<file path="config.mk">
export PLATFORM = sky130hd
export DESIGN_NAME = i_deser
export DESIGN_NICKNAME = d
export VERILOG_FILES = /design/src/rtl/i_deser.sv
export SDC_FILE = /design/constraint.sdc
export NUM_CORES = 1
export LEC_CHECK = 0
export CELL_PAD_IN_SITES_DETAIL_PLACEMENT = 1
export CELL_PAD_IN_SITES_GLOBAL_PLACEMENT = 2
export CORE_MARGIN = 3
export CORE_UTILIZATION = 38
export CTS_CLUSTER_SIZE = 12
export DETAILED_ROUTE_END_ITERATION = 12
export PLACE_DENSITY = 0.79
export SLEW_MARGIN = 30
export SYNTH_ARGS = -nofsm -noshare
export SYNTH_HDL_FRONTEND = slang
export SYNTH_SLANG_ARGS = --single-unit
export TNS_END_PERCENT = 1
</file>
<file path="constraint.sdc">
create_clock -name C -period 2.6 [get_ports C]
set_input_delay 0.39 -clock C [delete_from_list [all_inputs] [get_ports C]]
set_output_delay 0.39 -clock C [all_outputs]
set_load 0.05 [all_outputs]
</file>
<file path="src/rtl/i_deser.sv">
// rtl/i_deser.sv - parametrised serial-to-parallel input deserializer with bitslip and pattern alignment
//
// Captures D on posedge C (SDR) or on both edges of C (DDR) into a 2*WIDTH-bit
// history register. Every N = WIDTH/BPC enabled cycles a WIDTH-bit window of
// that history is presented on Q with a one-cycle DV strobe. The window offset
// can be moved one bit earlier per BITSLIP rising edge, or automatically until
// the emitted word equals ALIGN_PATTERN.
//
// Ports:
//   C        clock
//   R        asynchronous active-high reset
//   D        serial data in
//   E        enable; low freezes shifting, counting, FSM and Q
//   BITSLIP  manual slip request, rising-edge sensitive
//   ALIGN_EN enables automatic alignment to ALIGN_PATTERN
//   Q        parallel word, MSB is the earliest-received bit
//   DV       one-cycle strobe when Q updates
//   LOCKED   automatic alignment has seen ALIGN_PATTERN
module i_deser #(
    parameter int         WIDTH         = 8,
    parameter             DATA_RATE     = "DDR",
    parameter logic [9:0] ALIGN_PATTERN = 10'h05C
) (
    input  logic             C,
    input  logic             R,
    input  logic             D,
    input  logic             E,
    input  logic             BITSLIP,
    input  logic             ALIGN_EN,
    output logic [WIDTH-1:0] Q,
    output logic             DV,
    output logic             LOCKED
);

    localparam int BPC = (DATA_RATE == "SDR") ? 1 : 2;
    localparam int N   = WIDTH / BPC;
    localparam int SW  = 2 * WIDTH;
    localparam int CW  = $clog2(N);
    localparam int OW  = $clog2(WIDTH);
    localparam logic [CW-1:0] CNT_LAST = CW'(N - 1);
    localparam logic [OW-1:0] OFS_LAST = OW'(WIDTH - 1);

    // FILL0/FILL1 are the two word periods needed to fill the history
    // register before the first word can be emitted.
    typedef enum logic [1:0] {
        S_IDLE,
        S_FILL0,
        S_FILL1,
        S_RUN
    } state_t;

    state_t           state_q, state_d;
    logic [SW-1:0]    sr_q, sr_d;
    logic [CW-1:0]    cnt_q, cnt_d;
    logic [OW-1:0]    ofs_q, ofs_d;
    logic             slip_pend_q, slip_pend_d;
    logic             bs_q, bs_d;
    logic             locked_q, locked_d;
    logic [WIDTH-1:0] q_q, q_d;
    logic             dv_q, dv_d;

    logic [SW-1:0]    sr_shift;
    logic [WIDTH-1:0] word;
    logic             bnd;
    logic             emit;
    logic             match;
    logic             auto_slip;

    // The bits that fall off the top of the history are never part of a
    // window (the largest offset reaches bit 2W-2 of the next value).
    logic unused_sr_top;
    assign unused_sr_top = ^sr_q[SW-1 -: BPC];

    generate
        if (BPC == 2) begin : g_ddr
            logic dneg_q;
            logic dneg_d;

            always_comb begin
                dneg_d = D;
            end

            // Falling-edge half of the DDR pair; it is the older of the two bits.
            always_ff @(negedge C or posedge R) begin
                if (R) begin
                    dneg_q <= 1'b0;
                end else begin
                    dneg_q <= dneg_d;
                end
            end

            assign sr_shift = {sr_q[SW-3:0], dneg_q, D};
        end else begin : g_sdr
            assign sr_shift = {sr_q[SW-2:0], D};
        end
    endgenerate

    always_comb begin
        state_d     = state_q;
        sr_d        = sr_q;
        cnt_d       = cnt_q;
        ofs_d       = ofs_q;
        q_d         = q_q;
        dv_d        = 1'b0;
        bs_d        = BITSLIP;
        emit        = 1'b0;
        auto_slip   = 1'b0;

        // The window is taken from the value being loaded on this edge, with
        // the offset in force before any slip applied on the same edge.
        word  = sr_shift[ofs_q +: WIDTH];
        match = (word == ALIGN_PATTERN[WIDTH-1:0]);
        bnd   = E && (cnt_q == CNT_LAST);

        if (E) begin
            sr_d  = sr_shift;
            cnt_d = bnd ? '0 : cnt_q + 1'b1;
            if (slip_pend_q) begin
                ofs_d = (ofs_q == OFS_LAST) ? '0 : ofs_q + 1'b1;
            end

            case (state_q)
                S_IDLE:  state_d = S_FILL0;
                S_FILL0: if (bnd) state_d = S_FILL1;
                S_FILL1: begin
                    if (bnd) begin
                        state_d = S_RUN;
                        emit    = 1'b1;
                    end
                end
                S_RUN:   emit = bnd;
                default: state_d = S_IDLE;
            endcase
        end

        if (emit) begin
            q_d = word;
        end
        dv_d = emit;

        // Once locked, mismatching data never triggers a new search.
        auto_slip = emit && ALIGN_EN && !locked_q && !match;
        locked_d  = ALIGN_EN && (locked_q || (emit && match));

        // A pending slip survives disabled cycles; manual and automatic
        // requests on the same edge merge into a single slip.
        slip_pend_d = (slip_pend_q && !E) || (BITSLIP && !bs_q) || auto_slip;
    end

    always_ff @(posedge C or posedge R) begin
        if (R) begin
            state_q     <= S_IDLE;
            sr_q        <= '0;
            cnt_q       <= '0;
            ofs_q       <= '0;
            slip_pend_q <= 1'b0;
            bs_q        <= 1'b0;
            locked_q    <= 1'b0;
            q_q         <= '0;
            dv_q        <= 1'b0;
        end else begin
            state_q     <= state_d;
            sr_q        <= sr_d;
            cnt_q       <= cnt_d;
            ofs_q       <= ofs_d;
            slip_pend_q <= slip_pend_d;
            bs_q        <= bs_d;
            locked_q    <= locked_d;
            q_q         <= q_d;
            dv_q        <= dv_d;
        end
    end

    assign Q      = q_q;
    assign DV     = dv_q;
    assign LOCKED = locked_q;

endmodule

</file>
Word level (Yosys, flattened, before mapping)
Index checks and enable logic that the tools add are counted.
{"block": "word_totals", "regBits": 34, "in_bits": 6, "out_inout_bits": 10}
{"block": "classes", "add_sub_neg": 2, "eq_ne": 8, "shift": 1, "n_mux": 8, "reduce_logical": 19}
{"cell": "16-bit by 4-bit variable part select with 8-bit output", "n": 1}
{"cell": "8-bit by 7-bit == test with 1-bit output, second input constant", "n": 1}
{"cell": "1-bit logical AND", "n": 8}
{"cell": "2-bit == test, second input constant", "n": 3}
{"cell": "2-bit two-way mux", "n": 3}
{"cell": "2-bit case mux with 3 select lines", "n": 1}
{"cell": "1-bit logical NOT", "n": 4}
{"cell": "2-bit != test, second input constant", "n": 2}
{"cell": "4-bit AND reduction", "n": 1}
{"cell": "3-bit by 1-bit adder with 3-bit output, second input constant", "n": 1}
{"cell": "3-bit == test, second input constant", "n": 1}
{"cell": "1-bit logical OR", "n": 3}
{"cell": "3-bit two-way mux", "n": 1}
{"cell": "3-bit nonzero test", "n": 1}
{"cell": "2-bit by 1-bit adder with 2-bit output, second input constant", "n": 1}
{"cell": "2-bit by 1-bit == test with 1-bit output, second input constant", "n": 1}
{"cell": "2-bit logical NOT", "n": 1}
{"cell": "1-bit two-way mux", "n": 2}
{"cell": "1-bit case mux with 2 select lines", "n": 1}
{"cell": "2-bit AND reduction", "n": 1}

Depth between registers and ports, before layout
{"block": "depth", "ltp_word": 9, "ltp_mapped": 7, "mapped_depth_nobuf": 6}

==> results.yml <==
final_layout:
  post-route-util: 0.4675
  nNetsFinal: 205
  n_antenna_cell: 0
  layout_commonest_cell: "dfrtp_1"
  area_growth_pct: 17.34
  drive_above_1_share: 0.2396
  final_cell_mix: "dfrtp_1 (32), mux2_2 (19), nand2_1 (19), clkdlybuf4s50_1 (15), mux2i_1 (12)"
critical_path:
  reg2reg_from: "g_ddr.dneg_q$_DFF_NP0_"
  critPathBufInv: 0
  critPathSlowestCell: "mux4_2"
  crit_family: "compound AO/OA/AOI/OAI gates"
  max_stage_delay_ps: 490
  crit_fanout: 2
  arrival_ps: 3220
  startpoint_type: "flip-flop"
  critPathKind: "flip-flop to flip-flop"
  r2r_slack_ps: -390
  cp.required_ps: 2830
  crit_path_cell_trace: "mux4_2 -> nor3_2 -> nand3_2 -> a2111oi_4 -> a22o_1"
  end_kind: "flip-flop"
  r2r_cells: 5
  setup.worst_path.start: "g_ddr.dneg_q$_DFF_NP0_"
  r2r_end: "LOCKED$_DFF_PP0_"
power:
  p_switching_w: 0.001113
  p_int_w: 0.001477
  clkPwrFrac: 0.167
  power.density_nw_per_um2: 1150
  ir_worst_vdd_v: 0.0005089
  combPwrFrac: 0.483
  p_leak_nw: 0.9833
  power_switching_share: 0.4297
  seq_power_share: 0.350
clocking:
  cts_inserted_buffers: 5
  clk_pin_slew_worst_paths_ps: 70
  clkSinkCount: 33
  cts_tree: "yes"
  htree_levels: 2
  clkLatencyLatePin_ps: 280
  clk_path_buf_depth: 2
  clockRootBuffer: "clkbuf_8"
  cts_hold_buffers: 0
hold_path:
  hold_path.class: "flip-flop to flip-flop"
  min_from: "Q[4]$_DFFE_PP0P_"
  min_path_cells: 2
  min_to: "Q[4]$_DFFE_PP0P_"
yosys:
  ys_seq_elements: 33
  seq_area_frac_synth: 0.4302
  ys_types: 43
  synth_flop_cell: "dfrtp_1"
  synthArstFlopShare: 1.000
  syn_inst: 171
  syn-cell-area_sq_um: 1919
  yosysWarnings: 0
  postSynthAreaPerCell_sq_um: 11.22
  synth-edff-count: 0
  syn_nets: 185
die:
  io-pin-count: 16
  rows: 25
  die_area_sq_um: 5940
  die-width_um: 77.07
  chipHeight_um: 77.07
  initial_core_util: 0.3984
  core_sq_um: 4817
grt:
  grt_max_degree: 33
  overflow: 0
  first_global_vias: 1518
  track_usage: 0.1588
  grt_first_pass_wirelength_um: 7500
  grt_antenna_before_repair: 0
sta:
  fin_setup_tns_ps: -827.6
  hold_viol_final: 0
  clock_skew_ps: 10.67
  setup-violations-final: 3
  rsz0062_at_grt: "yes"
  holdWs_ps: 478.1
  worst_slack_ps: -393.6
  worstMarginPinSlew_ps: 667.7
  slew_headroom: 0.5549
  drv_slew: 0
placement:
  numPortBuffers: 15
  place_congestion: 0.7898
  dp_hpwl_um: 3120
  dp_slack_ps: -472.7
status:
  status: "complete, but fails checks"
  violations: "negative setup slack"
route:
  drc: 0
  ant_nets: 0
  initialDrtViolationCount: 55
  viasPerCell: 5.212
  routedWlPerCell_um: 16.52
  drt_wl_total_um: 4278
  vias: 1350
  drt_first_pass_iters: 4
flow_run:
  drv_cap: 0
[repair_timing]
item                                    CTS  global route
gates cloned                              0             0
setup buffers                             0             1
endpoints found under the setup margin    2             4
pin swaps                                 3             1
resized for setup                         3             1
[per-stage QoR]
stage               power [W]  instances  instance area, sq um
floorplan            0.001851        171                  1919
global placement     0.002051        250                  2121
detailed placement   0.002135        250                  2121
CTS                  0.002604        258                  2245
global route         0.002800        259                  2252
finish               0.002590        259                  2252
[registers in the layout, summed over array words and instances (netlist names)]
name,flops
DV,1
LOCKED,1
Q,8
bs_q,1
cnt_q,2
g_ddr.dneg_q,1
ofs_q,3
slip_pend_q,1
sr_q,13
state_q,2
[worst min-delay path: cells and delay by family (launching register included)]
| family | cells | cell delay, ps |
|---|---|---|
| simple gates | 2 | 100 |
| flops | 1 | 340 |
[worst max path at each step]
stage	depth (start not counted)	to	slack, ps
final	5	LOCKED$_DFF_PP0_	-390
after floorplan	5	slip_pend_q$_DFF_PP0_	-300
after global placement	5	LOCKED$_DFF_PP0_	-370
after detailed placement	5	LOCKED$_DFF_PP0_	-470
after CTS	5	LOCKED$_DFF_PP0_	-450
after global routing	5	LOCKED$_DFF_PP0_	-450
[synthesized netlist by cell type (3+ instances only)]
library cell,number,share of area
mux2i_1,12,0.063
a21oi_1,3,0.0078
o21ai_1,5,0.013
nor2_1,5,0.0098
dfrtp_1,32,0.42
nor3_1,4,0.010
inv_1,10,0.020
ha_1,8,0.052
nand2_1,19,0.037
mux2_2,19,0.11
clkbuf_1,3,0.0059
o21ai_0,11,0.029
[power by group through the flow]
| stage | Sequential [W] | Combinational (W) | Clock (W) |
|---|---|---|---|
| 2_1_floorplan | 0.00100 | 0.000847 | 0 |
| 3_3_place_gp | 0.000896 | 0.00116 | 0 |
| 3_5_place_dp | 0.000920 | 0.00121 | 0 |
| 4_1_cts | 0.000911 | 0.00125 | 0.000442 |
| 5_1_grt | 0.000947 | 0.00138 | 0.000470 |
| 6_report | 0.000907 | 0.00125 | 0.000431 |
[kinds of logic after synthesis]
group,after synthesis,share of synthesized area
AOI/OAI and AO/OA,36,0.1310
adders and majority gates,8,0.05215
buffers and inverters,19,0.05997
DFF,33,0.4302
muxes,37,0.2308
and+or+nand+nor,38,0.09583
[routing by layer]
metal | wire (um) | vias up | track usage
met5 | 0 | - | 0
met3 | 115 | 6 | 0.02934
met4 | 60 | 0 | 0.05694
li1 | - | 654 | -
met1 | 1928 | 673 | 0.2007
met2 | 2174 | 17 | 0.2709
[cell type report]
cell class	instances	area (sq um)
Timing Repair Buffer	22	202.7
Multi-Input combinational cell	119	1001
Tap cell	67	83.83
Clock buffer	7	96.34
Clock inverter	1	5.005
Sequential cell	33	825.8
Fill cell	554	2565
Inverter	10	37.54
No activity file was read; power rests on OpenSTA's default activity.
